==> src/rtl/udp_pkg.sv <==
`default_nettype none
// ============================================================================
// Package  : udp_pkg
// Brief    : Shared header offsets, protocol constants, filter state encoding
//            and flag bundle for udp_rx_filter and its sub-modules.
// Revision : 1.0 - initial release
// ============================================================================
package udp_pkg;

    // Byte offsets from the first byte of the Ethernet frame
    localparam int ETH_DST_OFF      = 0;
    localparam int ETH_TYPE_OFF     = 12;
    localparam int IP_VER_IHL_OFF   = 14;
    localparam int IP_PROTO_OFF     = 23;
    localparam int IP_DST_OFF       = 30;
    localparam int UDP_DST_PORT_OFF = 36;
    localparam int HDR_DECIDE_BYTES = 40;

    localparam logic [15:0] ETHERTYPE_IPV4 = 16'h0800;
    localparam logic [7:0]  IP_PROTO_UDP   = 8'h11;
    localparam logic [7:0]  IPV4_VER_IHL   = 8'h45;

    typedef enum logic [1:0] {
        ST_COLLECT = 2'd0,
        ST_REPLAY  = 2'd1,
        ST_PASS    = 2'd2,
        ST_DROP    = 2'd3
    } filt_state_t;

    typedef struct packed {
        logic mac_uc_hi;
        logic mac_bc_hi;
        logic mac_ok;
        logic type_ok;
        logic ihl_ok;
        logic proto_ok;
        logic ip_hi_ok;
        logic ip_ok;
        logic port_ok;
    } hdr_flags_t;

    // Lane 0 carries the lowest byte index, which is the most significant
    function automatic logic [31:0] net_order(input logic [31:0] word);
        return {word[7:0], word[15:8], word[23:16], word[31:24]};
    endfunction

endpackage
`default_nettype wire

==> src/rtl/udp_hdr_buffer.sv <==
`default_nettype none
// ============================================================================
// Module   : udp_hdr_buffer
// Brief    : DEPTH x WIDTH register file, one synchronous write port and one
//            asynchronous read port, holding header beats until the decision.
// Revision : 1.0 - initial release
// ============================================================================
module udp_hdr_buffer
    import udp_pkg::*;
#(
    parameter int DEPTH  = 10,
    parameter int WIDTH  = 36,
    parameter int ADDR_W = (DEPTH > 1) ? $clog2(DEPTH) : 1
) (
    input  logic              clk,
    input  logic              i_wr_en,
    input  logic [ADDR_W-1:0] i_wr_addr,
    input  logic [WIDTH-1:0]  i_wr_data,
    input  logic [ADDR_W-1:0] i_rd_addr,
    output logic [WIDTH-1:0]  o_rd_data
);

    logic [WIDTH-1:0] r_mem [DEPTH];

    always_ff @(posedge clk) begin
        if (i_wr_en) begin
            r_mem[i_wr_addr] <= i_wr_data;
        end
    end

    assign o_rd_data = r_mem[i_rd_addr];

endmodule
`default_nettype wire

==> src/rtl/udp_rx_filter.sv <==
`default_nettype none
// ============================================================================
// Module   : udp_rx_filter
// Brief    : Buffers the first DECIDE_WORDS beats of each Ethernet frame,
//            accepts IPv4/UDP frames for LOCAL_MAC/LOCAL_IP/LOCAL_PORT and
//            replays them, otherwise drops them. Define UDP_RX_FILTER_STATS_EN
//            to add accept/drop counters.
// Revision : 1.0 - initial release
// ============================================================================
module udp_rx_filter
    import udp_pkg::*;
#(
    parameter int          AXIS_DATA_WIDTH = 32,
    parameter logic [47:0] LOCAL_MAC       = 48'h020000000001,
    parameter logic [31:0] LOCAL_IP        = 32'hC0A80102,
    parameter logic [15:0] LOCAL_PORT      = 16'd5000,
    parameter int          DECIDE_WORDS    = 10
) (
    input  logic                         clk,
    input  logic                         rst,
    input  logic [AXIS_DATA_WIDTH-1:0]   s_axis_tdata,
    input  logic [AXIS_DATA_WIDTH/8-1:0] s_axis_tkeep,
    input  logic                         s_axis_tvalid,
    output logic                         s_axis_tready,
    input  logic                         s_axis_tlast,
    output logic [AXIS_DATA_WIDTH-1:0]   m_axis_tdata,
    output logic [AXIS_DATA_WIDTH/8-1:0] m_axis_tkeep,
    output logic                         m_axis_tvalid,
    input  logic                         m_axis_tready,
    output logic                         m_axis_tlast,
    output logic                         drop_pulse
`ifdef UDP_RX_FILTER_STATS_EN
    ,
    output logic [31:0]                  stat_accept_cnt,
    output logic [31:0]                  stat_drop_cnt
`endif
);

    localparam int c_keep_w = AXIS_DATA_WIDTH / 8;
    localparam int c_buf_w  = AXIS_DATA_WIDTH + c_keep_w;
    localparam int c_idx_w  = $clog2(DECIDE_WORDS);

    localparam logic [c_idx_w-1:0] c_last_idx      = c_idx_w'(DECIDE_WORDS - 1);
    localparam logic [c_idx_w-1:0] c_beat_mac_hi   = c_idx_w'(ETH_DST_OFF / 4);
    localparam logic [c_idx_w-1:0] c_beat_mac_lo   = c_idx_w'(ETH_DST_OFF / 4 + 1);
    localparam logic [c_idx_w-1:0] c_beat_type     = c_idx_w'(ETH_TYPE_OFF / 4);
    localparam logic [c_idx_w-1:0] c_beat_ihl      = c_idx_w'(IP_VER_IHL_OFF / 4);
    localparam logic [c_idx_w-1:0] c_beat_proto    = c_idx_w'(IP_PROTO_OFF / 4);
    localparam logic [c_idx_w-1:0] c_beat_ip_hi    = c_idx_w'(IP_DST_OFF / 4);
    localparam logic [c_idx_w-1:0] c_beat_ip_lo    = c_idx_w'(IP_DST_OFF / 4 + 1);
    localparam logic [c_idx_w-1:0] c_beat_port     = c_idx_w'(UDP_DST_PORT_OFF / 4);

    generate
        if (AXIS_DATA_WIDTH != 32) begin : g_bad_width
            $error("udp_rx_filter: AXIS_DATA_WIDTH must be 32");
        end
        if (DECIDE_WORDS * 4 < HDR_DECIDE_BYTES) begin : g_bad_decide
            $error("udp_rx_filter: DECIDE_WORDS too small to cover the UDP port");
        end
    endgenerate

    filt_state_t          r_state;
    filt_state_t          w_state_nxt;
    logic [c_idx_w-1:0]   r_widx;
    logic [c_idx_w-1:0]   r_ridx;
    hdr_flags_t           r_flags;
    hdr_flags_t           w_flags_nxt;
    logic                 r_drop_pulse;
    logic                 w_drop;
    logic                 w_accept;
    logic                 w_clr;
    logic                 w_buf_we;
    logic                 w_hdr_ok;
    logic [31:0]          w_be;
    logic [c_buf_w-1:0]   w_rd_data;

    assign w_be = net_order(s_axis_tdata);

    udp_hdr_buffer #(
        .DEPTH  (DECIDE_WORDS),
        .WIDTH  (c_buf_w),
        .ADDR_W (c_idx_w)
    ) u_hdr_buffer (
        .clk       (clk),
        .i_wr_en   (w_buf_we),
        .i_wr_addr (r_widx),
        .i_wr_data ({s_axis_tkeep, s_axis_tdata}),
        .i_rd_addr (r_ridx),
        .o_rd_data (w_rd_data)
    );

    // Each header beat updates only the flags whose field it carries
    always_comb begin
        w_flags_nxt = r_flags;
        if (r_state == ST_COLLECT && s_axis_tvalid) begin
            if (r_widx == c_beat_mac_hi) begin
                w_flags_nxt.mac_uc_hi = (w_be == LOCAL_MAC[47:16]);
                w_flags_nxt.mac_bc_hi = (w_be == 32'hFFFF_FFFF);
            end
            if (r_widx == c_beat_mac_lo) begin
                w_flags_nxt.mac_ok = (r_flags.mac_uc_hi && (w_be[31:16] == LOCAL_MAC[15:0])) ||
                                     (r_flags.mac_bc_hi && (w_be[31:16] == 16'hFFFF));
            end
            if (r_widx == c_beat_type) begin
                w_flags_nxt.type_ok = (w_be[31-8*(ETH_TYPE_OFF%4) -: 16] == ETHERTYPE_IPV4);
            end
            if (r_widx == c_beat_ihl) begin
                w_flags_nxt.ihl_ok = (w_be[31-8*(IP_VER_IHL_OFF%4) -: 8] == IPV4_VER_IHL);
            end
            if (r_widx == c_beat_proto) begin
                w_flags_nxt.proto_ok = (w_be[31-8*(IP_PROTO_OFF%4) -: 8] == IP_PROTO_UDP);
            end
            if (r_widx == c_beat_ip_hi) begin
                w_flags_nxt.ip_hi_ok = (w_be[31-8*(IP_DST_OFF%4) -: 16] == LOCAL_IP[31:16]);
            end
            if (r_widx == c_beat_ip_lo) begin
                w_flags_nxt.ip_ok = r_flags.ip_hi_ok && (w_be[31:16] == LOCAL_IP[15:0]);
            end
            if (r_widx == c_beat_port) begin
                w_flags_nxt.port_ok = (w_be[31-8*(UDP_DST_PORT_OFF%4) -: 16] == LOCAL_PORT);
            end
        end
    end

    assign w_hdr_ok = w_flags_nxt.mac_ok & w_flags_nxt.type_ok & w_flags_nxt.ihl_ok &
                      w_flags_nxt.proto_ok & w_flags_nxt.ip_ok & w_flags_nxt.port_ok;

    always_comb begin
        w_state_nxt   = r_state;
        s_axis_tready = 1'b1;
        m_axis_tvalid = 1'b0;
        m_axis_tdata  = w_rd_data[AXIS_DATA_WIDTH-1:0];
        m_axis_tkeep  = w_rd_data[c_buf_w-1:AXIS_DATA_WIDTH];
        m_axis_tlast  = 1'b0;
        w_buf_we      = 1'b0;
        w_drop        = 1'b0;
        w_accept      = 1'b0;
        w_clr         = 1'b0;
        case (r_state)
            ST_COLLECT: begin
                w_buf_we = s_axis_tvalid;
                if (s_axis_tvalid) begin
                    if (s_axis_tlast) begin
                        w_drop = 1'b1;
                        w_clr  = 1'b1;
                    end else if (r_widx == c_last_idx) begin
                        w_clr = 1'b1;
                        if (w_hdr_ok) begin
                            w_accept    = 1'b1;
                            w_state_nxt = ST_REPLAY;
                        end else begin
                            w_drop      = 1'b1;
                            w_state_nxt = ST_DROP;
                        end
                    end
                end
            end
            ST_REPLAY: begin
                s_axis_tready = 1'b0;
                m_axis_tvalid = 1'b1;
                if (m_axis_tready && r_ridx == c_last_idx) begin
                    w_state_nxt = ST_PASS;
                end
            end
            ST_PASS: begin
                m_axis_tdata  = s_axis_tdata;
                m_axis_tkeep  = s_axis_tkeep;
                m_axis_tlast  = s_axis_tlast;
                m_axis_tvalid = s_axis_tvalid;
                s_axis_tready = m_axis_tready;
                if (s_axis_tvalid && m_axis_tready && s_axis_tlast) begin
                    w_state_nxt = ST_COLLECT;
                end
            end
            ST_DROP: begin
                if (s_axis_tvalid && s_axis_tlast) begin
                    w_state_nxt = ST_COLLECT;
                end
            end
            default: w_state_nxt = ST_COLLECT;
        endcase
    end

    always_ff @(posedge clk) begin
        if (rst) begin
            r_state      <= ST_COLLECT;
            r_widx       <= '0;
            r_ridx       <= '0;
            r_flags      <= '0;
            r_drop_pulse <= 1'b0;
        end else begin
            r_state      <= w_state_nxt;
            r_drop_pulse <= w_drop;
            r_flags      <= w_clr ? '0 : w_flags_nxt;
            if (r_state == ST_COLLECT && s_axis_tvalid) begin
                r_widx <= (w_clr) ? '0 : r_widx + 1'b1;
            end
            // ridx wraps to zero after the last buffered beat is replayed
            if (r_state == ST_REPLAY && m_axis_tready) begin
                r_ridx <= (r_ridx == c_last_idx) ? '0 : r_ridx + 1'b1;
            end
        end
    end

    assign drop_pulse = r_drop_pulse;

`ifdef UDP_RX_FILTER_STATS_EN
    logic [31:0] r_stat_accept;
    logic [31:0] r_stat_drop;

    always_ff @(posedge clk) begin
        if (rst) begin
            r_stat_accept <= '0;
            r_stat_drop   <= '0;
        end else begin
            if (w_accept) begin
                r_stat_accept <= r_stat_accept + 32'd1;
            end
            if (w_drop) begin
                r_stat_drop <= r_stat_drop + 32'd1;
            end
        end
    end

    assign stat_accept_cnt = r_stat_accept;
    assign stat_drop_cnt   = r_stat_drop;
`else
    // Without statistics the accept strobe has no consumer
    logic w_accept_unused;
    assign w_accept_unused = w_accept;
`endif

endmodule
`default_nettype wire

==> config.mk <==
export PLATFORM = sky130hd
export DESIGN_NAME = udp_rx_filter
export DESIGN_NICKNAME = d
export VERILOG_FILES = /design/src/rtl/udp_pkg.sv /design/src/rtl/udp_hdr_buffer.sv /design/src/rtl/udp_rx_filter.sv
export SDC_FILE = /design/constraint.sdc
export NUM_CORES = 1
export LEC_CHECK = 0
export CAP_MARGIN = 25
export CELL_PAD_IN_SITES_DETAIL_PLACEMENT = 0
export CELL_PAD_IN_SITES_GLOBAL_PLACEMENT = 1
export CORE_MARGIN = 2
export CORE_UTILIZATION = 46
export DETAILED_ROUTE_END_ITERATION = 6
export PLACE_DENSITY_LB_ADDON = 0.3
export SKIP_LAST_GASP = 1
export SLEW_MARGIN = 20
export SYNTH_ARGS = -nofsm -noshare
export SYNTH_HDL_FRONTEND = slang
export SYNTH_HIERARCHICAL = 1
export SYNTH_SLANG_ARGS = --single-unit
==> constraint.sdc <==
create_clock -name clk -period 4.7 [get_ports clk]
set_input_delay 0.47 -clock clk [delete_from_list [all_inputs] [get_ports clk]]
set_output_delay 0.47 -clock clk [all_outputs]
set_load 0.01 [all_outputs]
==> results of run 1 <==
-- how the worst min path moves through the flow --
stage / start / slack [ns] / end
5_1_grt: r_flags[2] / 0.51 / r_flags[2]
4_1_cts: r_flags[2] / 0.49 / r_flags[2]
6_report: r_flags[2] / 0.50 / r_flags[2]
2_1_floorplan: r_flags[2] / 0.45 / r_flags[2]
3_5_place_dp: r_flags[2] / 0.48 / r_flags[2]
3_3_place_gp: r_flags[2] / 0.47 / r_flags[2]
-- layer usage --
layer	GRT usage [%]	vias to the layer above	share of wire (%)	routed length, µm
met5	0	-	0	0
met1	25.93	4419	46	15280
met4	4.472	0	1.9	622
met3	2.490	49	3.8	1253
met2	30.32	189	48	15910
li1	-	4015	-	-
-- cells in the final DEF, fill, tap and decap left out, drive strengths merged, types with 5 or more instances in the layout --
cell,instances
mux2,145
clkbuf,41
clkinv,21
edfxtp,360
nor3,14
inv,6
nor2,30
o31ai,39
nand2,53
clkdlybuf4s50,80
a22o,37
nand4,11
o22ai,37
mux2i,72
buf,40
bufinv,5
nor4,7
dfxtp,20
nand3,13
nor2b,9
o21ai,6
ha,7
a21oi,10
nand3b,8
-- cell families (layout without fill, tap and decap cells) --
kind of cell,after synthesis,after routing,synth area share (%)
AO/OA/AOI/OAI,134,134,6.955
XOR/XNOR,5,5,0.2753
adder cells (fa/ha/maj),7,7,0.5507
buffers and inverters,55,195,1.849
flip-flops,380,380,70.49
multiplexers,217,217,14.80
AND/OR/NAND/NOR,160,160,5.082
-- cell usage after synthesis, drive strengths merged, types with 8 or more instances --
cell	number
nor2b	9
clkbuf	20
a22o	37
nand3	13
a21oi	10
o22ai	37
nand2	53
nor2	30
buf	30
nand3b	8
mux2i	72
o31ai	39
dfxtp	20
mux2	145
nand4	11
edfxtp	360
nor3	14
-- state kept, by name, summed over array words and instances (netlist names) --
signal,cells
u_hdr_buffer/r_mem,360
r_ridx,4
drop_pulse,1
r_state,2
r_flags,9
r_widx,4
-- layout make-up --
class | instances | area share (%)
clock inverter | 29 | 1.443
timing repair buffer | 120 | 6.692
inverter | 5 | 0.09978
clock buffer | 41 | 5.228
multi-input combinational | 523 | 23.87
sequential | 380 | 59.64
tap | 455 | 3.027
-- worst reg2reg max path, cell delays in order (launching register included) --
cell	delay, ns
dfxtp_1	0.35
inv_1	0.11
ha_1	0.29
and2_2	0.34
or3b_2	0.60
nor2_4	0.71
buf_4	0.38
-- power breakdown --
group	switching, W	total [W]	internal (W)
sequential	0.0000851	0.00398	0.00390
clock	0.00123	0.00302	0.00179
combinational	0.000771	0.00162	0.000845
-- per-stage QoR --
stage | utilization (%) | hold WS [ns] | power [W] | cell area, µm² | cells
finish | 54.86 | 0.4990 | 0.008621 | 18810 | 1553
detailed placement | 50.96 | 0.4842 | 0.005687 | 17470 | 1480
global route | 54.86 | 0.5105 | 0.008952 | 18810 | 1553
CTS | 54.62 | 0.4903 | 0.008713 | 18730 | 1550
floorplan | - | 0.4498 | 0.005038 | 15900 | 958
global placement | 50.72 | 0.4698 | 0.005663 | 17390 | 1477
==> impl_metrics.yaml, run 1 <==
critical_path:
  crit_arrival_ns: 3.23
  rrSetupSlack_ns: 1.59
  crit_path_max_incr_delay_ns: 0.83
  crit_start: "r_ridx[0]"
  r2r_cells: 6
  crit_required_ns: 4.23
  worstSetupEndpointType: "primary output"
  critPathCapture: "m_axis_tdata[11]"
  path_cells: "buf_4 > mux2_2 > o22ai_1 > o31ai_2 > mux2_2 > clkdlybuf4s50_1"
  crit_type: "reg -> out"
  critical_path_depth: 6
  cp_num_buf_inv: 2
  cp_common_cell: "mux2_2"
  start_kind: "flop"
  reg2reg_to: "u_hdr_buffer/r_mem[1][31]"
  critical_path.slowest_cell: "dfxtp_4"
  cp_max_fo: 43
  cp_top_family: "buffers and inverters"
  r2r_start: "r_state[1]"
logic_synthesis:
  synthArstFlopShare_pct: 0
  netlist_area_mm2: 0.01590
  synth_cell_type_count: 43
  syn_area_per_cell_um2: 16.60
  synth-edff-count: 360
  yosysTopAreaCell: "edfxtp_1"
  syn_inst: 958
  synth_fp_nets: 1006
  synth_warnings: 6
  synthTopCellsByArea: "edfxtp_1 68%, mux2_2 10%, mux2i_1 4.5%, dfxtp_1 2.5%, o31ai_2 2.1%"
  yosysSeqAreaShare_pct: 70.49
  yosys_register_bits: 380
  synth_flop_cell: "edfxtp_1"
  synth_top_area_share_pct: 67.97
placed_design:
  port_buffers: 80
  gp_congestion: 0.7586
  dp_hpwl_um: 20100
  dpl_worst_slack_ns: 1.288
cells_and_area:
  seq_area_mm2: 0.01122
  num-fill-cells: 2687
  multi_input_area_mm2: 0.004489
  n_antenna_cell: 0
  syn_to_final_growth_pct: 18.27
  final_nets: 1117
  layout-drive-gt1-share_pct: 26.78
worst_hold_path:
  whs_path_depth: 2
  worstHoldPathType: "reg -> reg"
drt:
  drt-total-wl_um: 33070
  vias_per_cell: 5.584
  drtIter0Drc: 518
  dr_total_vias: 8672
  drc: 0
  wl_per_cell_um: 21.29
  final_antenna_net_count: 0
  firstDrtPassIters: 5
global_route:
  grt_pass1_wl_um: 50580
  antenna_found_initial: 0
  gr-usage-all-layers_pct: 18.36
  overflow: 0
  grt_pass1_vias: 8573
  grt_start_max_net_pins: 76
sta:
  rsz0062_at_grt: "no"
  finClkSkew_ns: 0.01049
  max_slew.worst_pin.slew_ns: 0.9951
  max_freq_ghz: 0.2701
  setup_viol: 0
  slew-limit-headroom_pct: 33.66
  min_period_over_period_pct: 78.77
  finalHoldViolCount: 0
  fin_ws_ns: 0.9976
  fin_crit_ns: 3.702
  fin_tns_setup_ns: 0
  slew_violations: 0
cts:
  cts_hold_buf: 0
  cts_setup_buffers: 0
  clk_pin_slew_ns: 0.06
  numCtsBuffers: 39
  post_cts_resized: 0
  clockBufferDepth: 3
  htree_levels: 2
  cts_tree: "built"
  worstSkewPairLatency_ns: 0.52
  clock_sinks: 380
  clockRootBuffer: "clkbuf_16"
die:
  pin_count: 81
  core_area_mm2: 0.03429
  start_util_pct: 46.38
  die_height_um: 189.9
  die-area_mm2: 0.03608
  die_w_um: 189.9
  rows: 68
power:
  power_per_cell_area_mw_per_mm2: 458.4
  leakage_nw: 5.891
  ir_drop_mv: 0.2760
flow_run:
  cap_violations: 0
status:
  outcome: "finished clean"
Note: power is estimated with default switching activity, not from simulation.
==> run 2, diff against run 1 <==
Settings changed: CORE_UTILIZATION 46 to 51.
Clock period 4.7 ns to 3.49 ns, I/O delays scaled along.
==> impl_metrics.yaml, run 2 (synthesis gave the netlist of run 1 again) <==
status:
  outcome: "finished clean"
die:
  die-area_mm2: 0.03261
  die_w_um: 180.6
  pin_count: 81
  die_height_um: 180.6
  rows: 64
  core_area_mm2: 0.03067
  start_util_pct: 51.86
drt:
  firstDrtPassIters: 5
  drtIter0Drc: 714
  final_antenna_net_count: 0
  vias_per_cell: 5.891
  wl_per_cell_um: 23.69
  drt-total-wl_um: 35990
  drc: 0
  dr_total_vias: 8948
critical_path:
  crit_path_max_incr_delay_ns: 0.57
  crit_required_ns: 3.14
  crit_type: "reg -> out"
  crit_arrival_ns: 2.98
  cp_max_fo: 19
  worstSetupEndpointType: "primary output"
  critical_path.slowest_cell: "dfxtp_1"
  start_kind: "flop"
  cp_num_buf_inv: 2
  path_cells: "nand2_2 > buf_12 > o22ai_1 > o31ai_2 > mux2_2 > clkdlybuf4s50_1"
  cp_top_family: "buffers and inverters"
cells_and_area:
  largest_register_ffs: 360
  n_antenna_cell: 0
  final_common_cell: "edfxtp_1"
  final_nets: 1140
  layout_common_cells: "360 x edfxtp_1, 145 x mux2_2, 80 x clkdlybuf4s50_1"
  top_regs: "u_hdr_buffer/r_mem x360, r_flags x9"
  layout-drive-gt1-share_pct: 28.41
  num-fill-cells: 2302
  syn_to_final_growth_pct: 19.36
  top_register: "u_hdr_buffer/r_mem"
global_route:
  met2_usage_pct: 36.06
  busiest_layer: "met2"
  antenna_found_initial: 0
  grt_pass1_vias: 9090
  grt_use_met3_pct: 3.436
  grt_start_max_net_pins: 78
  overflow: 0
  gr-usage-all-layers_pct: 22.03
  grt_pass1_wl_um: 54410
  use_met1_pct: 31.44
power:
  leakage_nw: 6.015
  p_sw_w: 0.002864
  power_per_cell_area_mw_per_mm2: 624.8
  clockPowerShare_pct: 36.0
  internal_power_w: 0.008997
  finalPower_w: 0.01186
  comb_power_share_pct: 19.0
  p_seq_share_pct: 45.0
  ir_drop_mv: 0.4310
  p_sw_share_pct: 24.15
cts:
  cts_tree: "built"
  post_cts_resized: 0
  worstSkewPairLatency_ns: 0.53
  clk_pin_slew_ns: 0.06
  cts_setup_buffers: 0
  clockRootBuffer: "clkbuf_16"
  clock_sinks: 380
  cts_hold_buf: 0
  clockBufferDepth: 3
  numCtsBuffers: 40
  htree_levels: 2
sta:
  setup_viol: 0
  fin_tns_setup_ns: 0
  max_slew.worst_pin.slew_ns: 0.6836
  max_freq_ghz: 0.3005
  rsz0062_at_grt: "no"
  slew-limit-headroom_pct: 54.07
  fin_crit_ns: 3.328
  finClkSkew_ns: 0.01368
  min_period_over_period_pct: 95.36
  finalHoldViolCount: 0
  slew_violations: 0
placed_design:
  port_buffers: 80
  gp_congestion: 0.7981
  dp_hpwl_um: 21510
worst_hold_path:
  worstHoldPathType: "reg -> reg"
flow_run:
  cap_violations: 0
-- run 2: cell types whose count changed in the layout (fill, tap and decap cells not counted), sizes merged --
cell      previous run  this run
buf                 40        62
clkbuf              41        57
clkinvlp             2         1
inv                  6         5
bufinv               5         3
clkinv              21        12
-- run 2: path summary, 6_finish.rpt --
kind              start                   endpoint  slack (ns)  cells after the start
max           r_ridx[2]           m_axis_tdata[26]        0.16                      6
max reg2reg  r_state[1]  u_hdr_buffer/r_mem[3][31]        0.82                      6
min reg2reg  r_flags[2]                 r_flags[2]        0.49                      2
min          r_flags[2]                 r_flags[2]        0.49                      2
-- run 2: through the flow --
| step | setup slack [ns] | instances | area [µm²] | utilization (%) | hold slack, ns |
|---|---|---|---|---|---|
| finish | 0.1620 | 1519 | 18980 | 61.90 | 0.4948 |
| global route | 0.06731 | 1519 | 18980 | 61.90 | 0.5268 |
| CTS | 0.1496 | 1519 | 18980 | 61.90 | 0.4956 |
| detailed placement | 0.6424 | 1446 | 17630 | 57.49 | 0.4879 |
| global placement | 0.7495 | 1446 | 17630 | 57.49 | 0.4790 |
| floorplan | 0.007503 | 958 | 15920 | - | 0.4479 |
-- run 2: cell type report --
cell class / count / area [µm²] / area share [%]
Sequential cell: 380 / 11220 / 59.10
Multi-Input combinational cell: 523 / 4508 / 23.75
Timing Repair Buffer: 142 / 1391 / 7.329
Clock buffer: 57 / 1187 / 6.255
Tap cell: 396 / 495.5 / 2.610
Clock inverter: 16 / 163.9 / 0.8634
Inverter: 5 / 18.77 / 0.09887
-- run 2: per-layer routing --
metal	vias up	share of wire, %
li1	4065	-
met1	4561	45
met2	280	48
met3	42	5.7
met4	0	1.4
met5	-	0
-- run 2: worst reg2reg max path, stage by stage, from the launching register on --
cell     delay (ns)
dfxtp_1        0.36
inv_1          0.12
ha_1           0.29
and2_2         0.35
or3b_2         0.61
nor2_4         0.37
buf_12         0.25
-- run 2: power by group through the flow --
stage | logic, W | clock network [W] | registers, W
floorplan | 0.00137 | 0 | 0.00541
global placement | 0.00225 | 0 | 0.00542
detailed placement | 0.00226 | 0 | 0.00543
CTS | 0.00228 | 0.00433 | 0.00534
global route | 0.00241 | 0.00452 | 0.00535
finish | 0.00225 | 0.00427 | 0.00534
==> run 3, diff against run 2 <==
Settings changed: CTS_CLUSTER_DIAMETER set to 100.
==> results of run 3 <==
The final DEF is identical to that of run 2; final timing and power are the same.
